## src/rtl/timer_pkg.sv

```systemverilog
// Shared definitions for the 8-bit timer: FSM encoding, prescaler select
// codes, default divisors, TCR bit positions and register addresses.
package timer_pkg;

    // Sequencer states; encoding 2'd3 is unused.
    typedef enum logic [1:0] {
        ST_IDLE = 2'd0,
        ST_LOAD = 2'd1,
        ST_RUN  = 2'd2
    } state_e;

    // clk_sel codes
    localparam logic [1:0] CLK_SEL_DIV0 = 2'b00;
    localparam logic [1:0] CLK_SEL_DIV1 = 2'b01;
    localparam logic [1:0] CLK_SEL_DIV2 = 2'b10;
    localparam logic [1:0] CLK_SEL_DIV3 = 2'b11;

    // Default prescaler divisors, one per clk_sel code
    localparam int DFLT_DIV0 = 2;
    localparam int DFLT_DIV1 = 4;
    localparam int DFLT_DIV2 = 8;
    localparam int DFLT_DIV3 = 16;

    // TCR field positions
    localparam int LOAD_BIT   = 7;
    localparam int UPDN_BIT   = 5;
    localparam int EN_BIT     = 4;
    localparam int CLKSEL_LSB = 0;

    // Register addresses decoded by the APB register block
    localparam logic [7:0] TDR = 8'h0;
    localparam logic [7:0] TCR = 8'h1;
    localparam logic [7:0] TSR = 8'h2;

endpackage

```

## src/rtl/timer_prescaler.sv

```systemverilog
// Clock prescaler: counts enabled edges 0..DIVn-1 and raises a one-cycle
// terminal-count strobe on the edge where the count wraps.
module timer_prescaler
    import timer_pkg::*;
#(
    parameter int DIV0 = DFLT_DIV0,
    parameter int DIV1 = DFLT_DIV1,
    parameter int DIV2 = DFLT_DIV2,
    parameter int DIV3 = DFLT_DIV3
) (
    input  logic       clk,
    input  logic       rst_n,
    input  logic       clear_i,
    input  logic       run_i,
    input  logic [1:0] clk_sel_i,
    output logic       tc_o
);

    logic [3:0] pre_q;
    logic [3:0] pre_d;
    logic [3:0] limit;

    // Terminal value (DIVn-1) for the selected divisor.
    always_comb begin
        // NOTE: every combinational output gets a default first so no path leaves it unassigned (no latch).
        limit = 4'(DIV0 - 1);
        unique case (clk_sel_i)
            CLK_SEL_DIV0: limit = 4'(DIV0 - 1);
            CLK_SEL_DIV1: limit = 4'(DIV1 - 1);
            CLK_SEL_DIV2: limit = 4'(DIV2 - 1);
            CLK_SEL_DIV3: limit = 4'(DIV3 - 1);
            default:      limit = 4'(DIV0 - 1);
        endcase
    end

    // Strobe and next count: clear wins, terminal count wraps to zero.
    always_comb begin
        tc_o  = run_i && !clear_i && (pre_q == limit);
        pre_d = pre_q + 4'd1;
        if (clear_i || !run_i || tc_o) begin
            pre_d = 4'd0;
        end
    end

    // Divisor counter register.
    always_ff @(posedge clk or negedge rst_n) begin
        // NOTE: sequential state uses non-blocking assignments so all registers update from pre-edge values.
        if (!rst_n) begin
            pre_q <= 4'd0;
        end else begin
            pre_q <= pre_d;
        end
    end

endmodule

```

## src/rtl/timer_count_ctrl.sv

```systemverilog
// Timer counting core: load/run/pause sequencer, 8-bit up/down counter and
// registered tick/overflow/underflow pulses. The mode for each edge is taken
// straight from load/enable, so a load asserted in any cycle wins on the
// very next edge and discards a pending update.
module timer_count_ctrl
    import timer_pkg::*;
#(
    parameter int WIDTH = 8,
    parameter int DIV0  = DFLT_DIV0,
    parameter int DIV1  = DFLT_DIV1,
    parameter int DIV2  = DFLT_DIV2,
    parameter int DIV3  = DFLT_DIV3
) (
    input  logic             clk,
    input  logic             rst_n,
    input  logic [WIDTH-1:0] start_counter,
    input  logic             load,
    input  logic             up_down,
    input  logic             enable,
    input  logic [1:0]       clk_sel,
    output logic [WIDTH-1:0] cnt,
    output logic             tick,
    output logic             overflow,
    output logic             underflow,
    output logic [1:0]       state
);

    state_e           state_q;
    state_e           state_d;
    logic [1:0]       sel_q;
    logic [WIDTH-1:0] cnt_q;
    logic             tick_q;
    logic             ovf_q;
    logic             unf_q;

    logic             run;
    logic             sel_chg;
    logic             pre_clear;
    logic             pre_tc;

    // Next state: load beats enable; depends only on inputs, so the unused
    // encoding can never persist beyond one edge.
    always_comb begin
        state_d = ST_IDLE;
        if (load) begin
            state_d = ST_LOAD;
        end else if (enable) begin
            state_d = ST_RUN;
        end
    end

    // Prescaler control: a divisor change while running restarts the period.
    always_comb begin
        run       = (state_d == ST_RUN);
        sel_chg   = (state_q == ST_RUN) && (clk_sel != sel_q);
        pre_clear = !run || sel_chg;
    end

    timer_prescaler #(
        .DIV0 (DIV0),
        .DIV1 (DIV1),
        .DIV2 (DIV2),
        .DIV3 (DIV3)
    ) u_prescaler (
        .clk       (clk),
        .rst_n     (rst_n),
        .clear_i   (pre_clear),
        .run_i     (run),
        .clk_sel_i (clk_sel),
        .tc_o      (pre_tc)
    );

    // Sequencer, counter and registered status pulses.
    always_ff @(posedge clk or negedge rst_n) begin
        if (!rst_n) begin
            state_q <= ST_IDLE;
            sel_q   <= CLK_SEL_DIV0;
            cnt_q   <= '0;
            tick_q  <= 1'b0;
            ovf_q   <= 1'b0;
            unf_q   <= 1'b0;
        end else begin
            state_q <= state_d;
            sel_q   <= clk_sel;
            tick_q  <= 1'b0;
            ovf_q   <= 1'b0;
            unf_q   <= 1'b0;
            unique case (state_d)
                ST_LOAD: cnt_q <= start_counter;
                ST_RUN: begin
                    if (pre_tc) begin
                        tick_q <= 1'b1;
                        if (up_down) begin
                            cnt_q <= cnt_q - WIDTH'(1);
                            unf_q <= (cnt_q == '0);
                        end else begin
                            cnt_q <= cnt_q + WIDTH'(1);
                            ovf_q <= (cnt_q == '1);
                        end
                    end
                end
                default: cnt_q <= cnt_q;
            endcase
        end
    end

    assign cnt       = cnt_q;
    assign tick      = tick_q;
    assign overflow  = ovf_q;
    assign underflow = unf_q;
    assign state     = state_q;

endmodule

```

## config.mk

```make
export PLATFORM = sky130hd
export DESIGN_NAME = timer_count_ctrl
export DESIGN_NICKNAME = d
export VERILOG_FILES = /design/src/rtl/timer_pkg.sv /design/src/rtl/timer_prescaler.sv /design/src/rtl/timer_count_ctrl.sv
export SDC_FILE = /design/constraint.sdc
export NUM_CORES = 1
export LEC_CHECK = 0
export CORE_ASPECT_RATIO = 0.75
export CORE_UTILIZATION = 45
export DETAILED_ROUTE_END_ITERATION = 10
export GPL_TIMING_DRIVEN = 0
export PLACE_DENSITY = 0.74
export SETUP_SLACK_MARGIN = 0.4
export SLEW_MARGIN = 20
export SYNTH_ARGS = -nofsm -noshare
export SYNTH_HDL_FRONTEND = slang
export SYNTH_SLANG_ARGS = --single-unit
export TNS_END_PERCENT = 30
```

## constraint.sdc

```tcl
create_clock -name clk -period 2.9 [get_ports clk]
set_input_delay 0.58 -clock clk [delete_from_list [all_inputs] [get_ports clk]]
set_output_delay 0.58 -clock clk [all_outputs]
set_load 0.05 [all_outputs]
```

Word level (Yosys, flattened, before mapping)
Index checks and enable logic that the tools add are counted.
- register bits after elaboration: 19
- input port bits: 15
- word-level logic and storage cells: 47
- output and inout port bits: 13
- reduce and logical (&&, ||, !) cells: 12
- add/sub/neg operators: 3
- mux-type cells: 15
- equal/unequal tests: 10
- operators by type and width (operator ; count):
    two-way mux 8 bit ; 2
    one-hot mux 4 bit (4 select lines) ; 1
    one-hot mux 8 bit (2 select lines) ; 1
    adder 8 x 1 -> 8 bit (second input constant) ; 1
    equality test 2 bit (second input constant) ; 4
    equality test 8 bit (second input constant) ; 1
    logical NOT 8 bit ; 1
    two-way mux 1 bit ; 8
    subtractor 8 x 1 -> 8 bit (second input constant) ; 1
    adder 4 x 1 -> 4 bit (second input constant) ; 1
    equality test 2 x 1 -> 1 bit (second input constant) ; 2
    equality test 4 bit ; 1
    two-way mux 2 bit ; 2
    two-way mux 4 bit ; 1
    logical AND 1 bit ; 3
    logical OR 1 bit ; 3
    logical NOT 1 bit ; 2
    logical NOT 2 bit ; 1
    inequality test 2 bit ; 1
    inequality test 2 bit (second input constant) ; 1
    AND reduction 2 bit ; 1
    nonzero test 2 bit ; 1

Depth between registers and ports, before layout
Gate-level depths: netlist (run 1).
- depth in word-level cells: 10
- mapped depth: 7

By module
From an unflattened synthesis (run 1), not the netlist that was laid out.
- cells, all modules: 124
- area, all modules: 1187.4 um2
- by module, submodules not included (module ; area an instance (um2) ; cells each ; instances):
    timer_count_ctrl ; 944.7 ; 102 ; 1
    timer_prescaler ; 242.7 ; 22 ; 1

Least setup slack after synthesis (run 1)
Ideal clock, no wire load.
- path kind: flip-flop to flip-flop
- start: reg cnt_q[2] (netlist: cnt[2])
- end: reg cnt_q[6] (netlist: cnt[6])
- stages on the path, launching flop included: 7
- required time: 2.833 ns
- path slack: 0.740 ns
- data arrival time: 2.094 ns
- cell sequence: dfrtp_1 -> ha_1 -> nor2b_1 -> o31a_1 -> or4_1 -> nand3_1 -> mux2_4
- cells in the longest elaborated chain, start to end: 4
- elaborated cells on any way between the ends: 5
- classes of those cells: add/sub: 2; mux: 3
- RTL lines (what ; line ; RTL):
    from (decl) ; timer_count_ctrl.sv:31 ; logic [WIDTH-1:0] cnt_q;
    from (signal assigned) ; timer_count_ctrl.sv:89 ; ST_LOAD: cnt_q <= start_counter;
    from (signal assigned) ; timer_count_ctrl.sv:94 ; cnt_q <= cnt_q - WIDTH'(1);
    from (signal assigned) ; timer_count_ctrl.sv:97 ; cnt_q <= cnt_q + WIDTH'(1);
    adder 8 x 1 -> 8 bit / subtractor 8 x 1 -> 8 bit (equally long branches) ; timer_count_ctrl.sv:97, timer_count_ctrl.sv:94 ;
    two-way mux 8 bit * ; timer_count_ctrl.sv:93 ; if (up_down) begin
    two-way mux 8 bit * ; timer_count_ctrl.sv:91 ; if (pre_tc) begin
    one-hot mux 8 bit (2 select lines) * ; timer_count_ctrl.sv:88 ; unique case (state_d)
Every way passes the cells marked *; elsewhere a longest branch is shown, timed or not. The select of a mux whose other input is x is not followed.
A chain may end at the register's enable or synchronous reset.

Worst setup path in the final report (run 1)
- start: in clk_sel[0]
- end: reg cnt_q[2] (netlist: cnt[2])
- cells in the longest elaborated chain, start to end: 8
- elaborated cells on any way between the ends: 14
- classes of those cells: eq/ne: 6; mux: 1; reduce/logical: 7
- RTL lines (what ; line ; RTL):
    from (decl) ; timer_count_ctrl.sv:20 ; input logic [1:0] clk_sel,
    branches (longest 5 deep; another with one-hot mux 4 bit (4 select lines)) ; -- ;
    logical AND 1 bit * ; timer_prescaler.sv:38 ; tc_o = run_i && !clear_i && (pre_q == limit);
    inequality test 2 bit (no source line) * ; -- ;
    AND reduction 2 bit (no source line) * ; -- ;
Mark *: on every way between the ends. The select of a mux whose other input is x is not followed.

==> results of run 1 <==
==> registers in the layout (all words and copies together) (netlist names) <==
name	cells
sel_q	2
cnt	8
state	2
overflow	1
underflow	1
u_prescaler.pre_q	4
tick	1
==> layout by cell type, fill, tap and decap left out, types with 2 or more instances in the layout <==
cell type,n
clkbuf_2,2
xor2_1,2
mux2_2,2
clkdlybuf4s50_1,26
o2111ai_1,2
mux2i_1,2
nor3_1,6
ha_1,7
nor2_1,9
dfrtp_1,19
clkbuf_8,3
nand2b_1,9
nand3_1,6
nor4_1,2
o211ai_1,2
inv_1,9
a21oi_1,7
a211oi_1,4
xnor2_1,4
nand2_1,7
o21ai_0,11
o21bai_1,2
mux2_4,4
nand4_1,3
==> repair_timing <==
| action | 4_1_cts | 5_1_grt |
|---|---|---|
| gates resized for setup | 1 | 4 |
| buffers inserted | 0 | 0 |
| hold buffers | 0 | 0 |
| setup endpoints to repair | 4 | 3 |
==> logic make-up (layout without fill, tap and decap cells) <==
| family | after synthesis | in the layout | synth area share |
|---|---|---|---|
| and+or+nand+nor | 50 | 50 | 0.212 |
| AOI/OAI and AO/OA | 38 | 38 | 0.197 |
| DFF | 19 | 19 | 0.352 |
| buffers and inverters | 14 | 45 | 0.0436 |
| adders and majority gates | 8 | 8 | 0.0797 |
| muxes | 8 | 8 | 0.0760 |
| xor gates and xnor gates | 6 | 6 | 0.0389 |
==> per-stage QoR <==
| stage | util | hold WS, ps | std cells | cell area, um2 |
|---|---|---|---|---|
| after global routing | 0.627 | 589 | 210 | 1710 |
| final | 0.627 | 534 | 210 | 1710 |
| after floorplan | - | 284 | 143 | 1350 |
| after CTS | 0.628 | 531 | 210 | 1710 |
| after detailed placement | 0.612 | 521 | 206 | 1670 |
| after global placement | 0.612 | 512 | 206 | 1670 |
==> where the power goes <==
part	total (W)	internal (W)	switching (W)
clock network	0.000184	0.0000955	0.0000882
registers	0.000335	0.000293	0.0000418
logic	0.000447	0.000180	0.000267
total	0.000965	0.000568	0.000397
==> worst max path at each step <==
stage | slack [ps] | cells past startpoint | to | start
6_report | 560 | 6 | cnt[2] | clk_sel[0]
5_1_grt | 430 | 6 | cnt[6] | clk_sel[1]
4_1_cts | 440 | 8 | cnt[6] | up_down
3_5_place_dp | -100 | 8 | cnt[7] | up_down
3_3_place_gp | -40 | 8 | cnt[6] | up_down
2_1_floorplan | 740 | 6 | cnt[6] | cnt[2]
==> critical path, cell delays in order <==
cell and delay, ps:
clkdlybuf4s50_1 580, and4bb_2 260, o31ai_2 290, a211oi_4 140, nor2_4 290, mux2_4 330
==> area by class of cell <==
type                    count  area (um2)
repair buffers             27         265
inverters                  10        37.5
multi-input cells         110         816
clock buffers               3        41.3
flip-flops and latches     19         475
plain buffers               4        22.5
clock inverters             1        5.00
well taps                  36        45.0
fillers                   236        1010
==> per-layer routing <==
layer	routed length (um)	vias to the layer above	part of all wire
li1	-	587	-
met1	1440	603	0.45
met2	1500	51	0.47
met3	267	2	0.083
met4	19	0	0.0059
met5	0	-	0
==> summary.txt, run 1 <==
Logic synthesis
  – Register area share after synthesis: 0.352
  – Synthesized net count: 166
  – Ys async rst share: 1.00
  – Most instantiated cells after synthesis: dfrtp_1, o21ai_0, inv_1, nand2b_1, nor2_1
  – Largest cells by area after synthesis: dfrtp_1, ha_1, mux2_4
  – Ys flop type: dfrtp_1
  – Synthesized flop and latch total: 19
  – Mean area per synthesized cell: 9.44 um2
  – Yosys warning total: 0
  – Synth top area share: 0.352
  – Area leader, netlist: dfrtp_1
  – Synth cell types: 44
  – Syn Inst Count: 143
  – Post-synth EDFFs: 0
  – Post-Syn Area: 1350 um2
  – Most common cell in the netlist: dfrtp_1

GRT
  – GR Layer Usage met1: 0.311
  – Total track usage: 0.227
  – Grt total ovfl: 0
  – Largest net degree at the start of global routing: 20
  – Met2 Track Usage GR: 0.368
  – Met3 Use GR: 0.0537
  – First-pass GRT wire length: 5.57 mm
  – Initial antenna violation count: 0
  – Number of global-route vias before repair: 1,222
  – Grt peak-use layer: met2

Floorplanning
  – Core footprint: 2720 um2
  – Die height: 49.4 um
  – Area of the die: 3230 um2
  – Initial core utilization: 0.496
  – Ports: 28
  – Die Width: 65.2 um
  – FP Rows: 16

Worst setup path
  – Worst Path Required: 3040 ps
  – Worst Reg-to-Reg Cells: 7
  – CP Data Arrival Time: 2480 ps
  – Crit end category: flop
  – Reg-to-reg endpoint: cnt[7]
  – Worst-path fanout max: 7
  – CP Class: input pin to flop
  – Worst R2R Setup Slack: 820 ps
  – Startpoint Class: input pin
  – R2R Path Start: cnt[4]

Drt
  – DRT Pass-1 Iters: 5
  – WL per Instance: 15.4 um
  – Via/cell ratio: 5.92
  – Total Wirelength: 3.23 mm
  – Drt drc: 0
  – DR vias: 1,243
  – Antenna-violating nets left: 0
  – DRT iter0 DRCs: 81

Run
  – Max cap viols: 0

STA
  – Max_slew headroom: 0.428
  – Period utilisation layout: 0.805
  – Final setup TNS: 0 ps
  – PnR worst setup slack: 564 ps
  – Fin crit period: 2340 ps
  – Final setup vio count: 0
  – Fin. Hold Viols: 0
  – Clk_skew: 0.746 ps
  – Max-slew violations: 0
  – Max Clk Rate: 428 MHz
  – Worst slew pin tran: 855 ps
  – Unrepaired setup endpoints after global routing: no

Clock network
  – Clock sink count: 19
  – CTS max path bufs: 2
  – Htree depth: 1
  – CTS Root Cell: clkbuf_8
  – CTS tree: built
  – CTS clock-pin slew for the worst setup and hold paths: 70 ps
  – CTS Buf Count: 3
  – Clk Latency, worst-skew pair: 250 ps

Min path
  – Worst hold start: u_prescaler.pre_q[0]
  – Hold Path Depth: 1
  – Worst Hold Class: flop to flop
  – Min-Delay Endpoint: u_prescaler.pre_q[0]

Layout
  – Final-stage net count: 198
  – Ant diodes: 0
  – Layout cell share with drive strength beyond 1: 0.109
  – Area growth syn-to-layout: 26.5%

Placement
  – Port Buffers: 27
  – Pre-CTS setup slack: -95.8 ps
  – Detailed Place HPWL: 2.45 mm
  – Routability-driven placement congestion ratio: 0.883

Pwr
  – Pwr Total: 0.000965 W
  – Peak supply drop: 498 uV
  – Lkg Pwr: 0.703 nW
  – Power per Cell Area: 565 nW/um2

Status
  – Status: finished clean
Power figures use the tool's default switching activity.
==> run 2: changes to the inputs <==
==> constraint.sdc (replaced) <==
create_clock -name clk -period 2.3 [get_ports clk]
set_input_delay 0.46 -clock clk [delete_from_list [all_inputs] [get_ports clk]]
set_output_delay 0.46 -clock clk [all_outputs]
set_load 0.05 [all_outputs]
==> run 2 against run 1 <==
Compared with the run above: cell count increased by 5.7%; clock power increased by 28%; register-to-register slack got worse by 410 ps; global-route usage up 1.1 points; critical endpoint is now cnt[7]; largest cell class unchanged; highest routed layer unchanged.
==> summary.txt, run 2 (synthesized netlist as in run 1, its figures left out) <==
Status
  – Status: finished clean

Drt
  – Via/cell ratio: 5.91 (-0.23%)
  – Total Wirelength: 3.66 mm (+13%)
  – Drt drc: 0 (unchanged)
  – Antenna-violating nets left: 0 (unchanged)
  – WL per Instance: 16.5 um (+7.3%)
  – DRT iter0 DRCs: 123 (+52%)
  – DRT Pass-1 Iters: 5 (unchanged)
  – DR vias: 1,311 (+5.5%)

GRT
  – First-pass GRT wire length: 5.87 mm (+5.4%)
  – GR Layer Usage met1: 0.315 (+0.00356)
  – Met2 Track Usage GR: 0.392 (+0.0241)
  – Total track usage: 0.238 (+0.0108)
  – Number of global-route vias before repair: 1,219 (-0.25%)
  – Met3 Use GR: 0.0537 (unchanged)
  – Largest net degree at the start of global routing: 20 (unchanged)
  – Initial antenna violation count: 0 (unchanged)
  – Grt peak-use layer: met2
  – Grt total ovfl: 0 (unchanged)

Min path
  – Min-Delay Endpoint: sel_q[0]
  – Hold Path Depth: 1 (unchanged)
  – Worst hold start: clk_sel[0]
  – Worst Hold Class: input pin to flop

Clock network
  – Clock sink count: 19 (unchanged)
  – CTS max path bufs: 2 (unchanged)
  – CTS clock-pin slew for the worst setup and hold paths: 70 ps (about the same)
  – CTS Root Cell: clkbuf_8
  – CTS Hold Bufs: 0 (unchanged)
  – Clk Latency, worst-skew pair: 260 ps (about the same)
  – CTS Buf Count: 3 (unchanged)
  – CTS tree: built
  – Htree depth: 1 (unchanged)

Worst setup path
  – CP delay by family, top: buffers and inverters
  – Worst path max stage delay: 830 ps (+250 ps)
  – Worst R2R Setup Slack: 410 ps (-410 ps)
  – Worst Path Required: 1840 ps (-1200 ps)
  – Reg-to-reg endpoint: cnt[5]
  – CP Class: flop to output pin
  – R2R Path Start: cnt[3]
  – Critical path cell sequence: clkdlybuf4s50_1
  – Worst-path fanout max: 5 (-2)
  – CP Data Arrival Time: 1500 ps (-980 ps)
  – Crit path max-delay cell type: clkdlybuf4s50_1
  – Crit path buf inv count: 1 (unchanged)
  – Startpoint Class: flop
  – Crit end category: output pin
  – Worst Reg-to-Reg Cells: 6 (-1)

Floorplanning
  – Die height: 49.4 um (unchanged)
  – Ports: 28 (unchanged)
  – Core footprint: 2720 um2 (unchanged)
  – Initial core utilization: 0.496 (unchanged)
  – Die Width: 65.2 um (unchanged)
  – Area of the die: 3230 um2 (unchanged)
  – FP Rows: 16 (unchanged)

STA
  – Unrepaired setup endpoints after global routing: yes
  – PnR worst setup slack: 336 ps (-229 ps)
  – Worst slew pin tran: 863 ps (+8.32 ps)
  – Final setup vio count: 0 (unchanged)
  – Max Clk Rate: 509 MHz
  – Period utilisation layout: 0.854
  – Max_slew headroom: 0.423 (-0.00556)
  – Final setup TNS: 0 ps (unchanged)
  – Fin. Hold Viols: 0 (unchanged)
  – Fin crit period: 1960 ps
  – Max-slew violations: 0 (unchanged)
  – Clk_skew: 4.76 ps (+4.02 ps)

Layout
  – Most frequent cells in the layout: clkdlybuf4s50_1, buf_4, dfrtp_1
  – Max reg flops: 8 (unchanged)
  – Area growth syn-to-layout: 39.6%
  – Ant diodes: 0 (unchanged)
  – Final-stage net count: 210 (+6.1%)
  – Most common cell after layout, fill and taps aside: clkdlybuf4s50_1
  – Fill count: 197 (-17%)
  – Layout cell share with drive strength beyond 1: 0.306 (+0.197)
  – Final Cell Area: 1880 um2 (+10%)
  – Final Util: 0.692 (+0.0648)

Pwr
  – Combinational Power Share: 0.506 (+0.043)
  – Sequential power share: 0.318 (-0.029)
  – Internal power: 0.000791 W (+39%)
  – Power per Cell Area: 712 nW/um2 (+26%)
  – Switching Share: 0.410 (-0.00139)
  – Pwr Total: 0.00134 W (+39%)
  – Lkg Pwr: 0.786 nW (+12%)
  – Clk pwr share: 0.176 (-0.014)
  – P_sw: 0.000550 W (+38%)
  – Peak supply drop: 395 uV (-21%)

Placement
  – Pre-CTS setup slack: -624 ps (-528 ps)
  – Port Buffers: 27 (unchanged)
  – Placed cell areas: 1700 um2 (+2.0%)
  – Routability-driven placement congestion ratio: 0.816 (-7.5%)
  – Detailed Place HPWL: 2.49 mm (+1.6%)

Run
  – Max cap viols: 0 (unchanged)
==> run 2: changes by cell type in the layout (fill, tap and decap cells not counted), moves of 3 or more <==
cell             change
buf_4               +13
dfrtp_1              -9
dfrtp_2              +9
clkdlybuf4s50_1      -5
a211oi_1             -3
a211oi_2             +3
inv_1                -3
inv_2                +3
==> run 2: area by class of cell <==
| class | count | area [um2] | area share |
|---|---|---|---|
| clock inverters | 1 | 5.00 | 0.00266 |
| inverters | 10 | 38.8 | 0.0206 |
| well taps | 36 | 45.0 | 0.0239 |
| repair buffers | 39 | 348 | 0.185 |
| clock buffers | 3 | 41.3 | 0.0219 |
| multi-input cells | 110 | 885 | 0.469 |
| flip-flops and latches | 19 | 487 | 0.258 |
| plain buffers | 4 | 35.0 | 0.0186 |
==> run 2: worst max path at each step <==
| stage | end | start | slack, ps | depth (start not counted) |
|---|---|---|---|---|
| after global placement | cnt[6] | up_down | -590 | 8 |
| after global routing | cnt[7] | cnt[5] | 290 | 7 |
| final | cnt[7] | cnt[7] | 340 | 1 |
| after detailed placement | cnt[6] | up_down | -620 | 8 |
| after CTS | cnt[0] | cnt[0] | 310 | 1 |
| after floorplan | cnt[6] | cnt[2] | 380 | 6 |
==> run 2: power by group through the flow <==
stage / logic (W) / registers [W] / clock network, W
floorplan: 0.000294 / 0.000534 / 0
global placement: 0.000553 / 0.000434 / 0
detailed placement: 0.000573 / 0.000436 / 0
CTS: 0.000586 / 0.000429 / 0.000240
global route: 0.000731 / 0.000430 / 0.000257
finish: 0.000679 / 0.000427 / 0.000236
==> run 2: what timing repair did <==
action / in CTS / in global routing
setup buffers: 3 / 9
endpoints found under the setup margin: 18 / 16
gates resized for setup: 21 / 19
pin swaps: 2 / 10
==> run 2: per-stage QoR <==
stage / cells / hold WS [ps]
after floorplan: 143 / 164
after global placement: 206 / 503
after detailed placement: 206 / 501
after CTS: 213 / 512
after global routing: 222 / 406
final: 222 / 398
==> run 2: metal layers <==
metal / vias to the layer above / wire [um]
met1: 636 / 1580
li1: 616 / -
met4: 0 / 70
met5: - / 0
met2: 51 / 1780
met3: 8 / 234
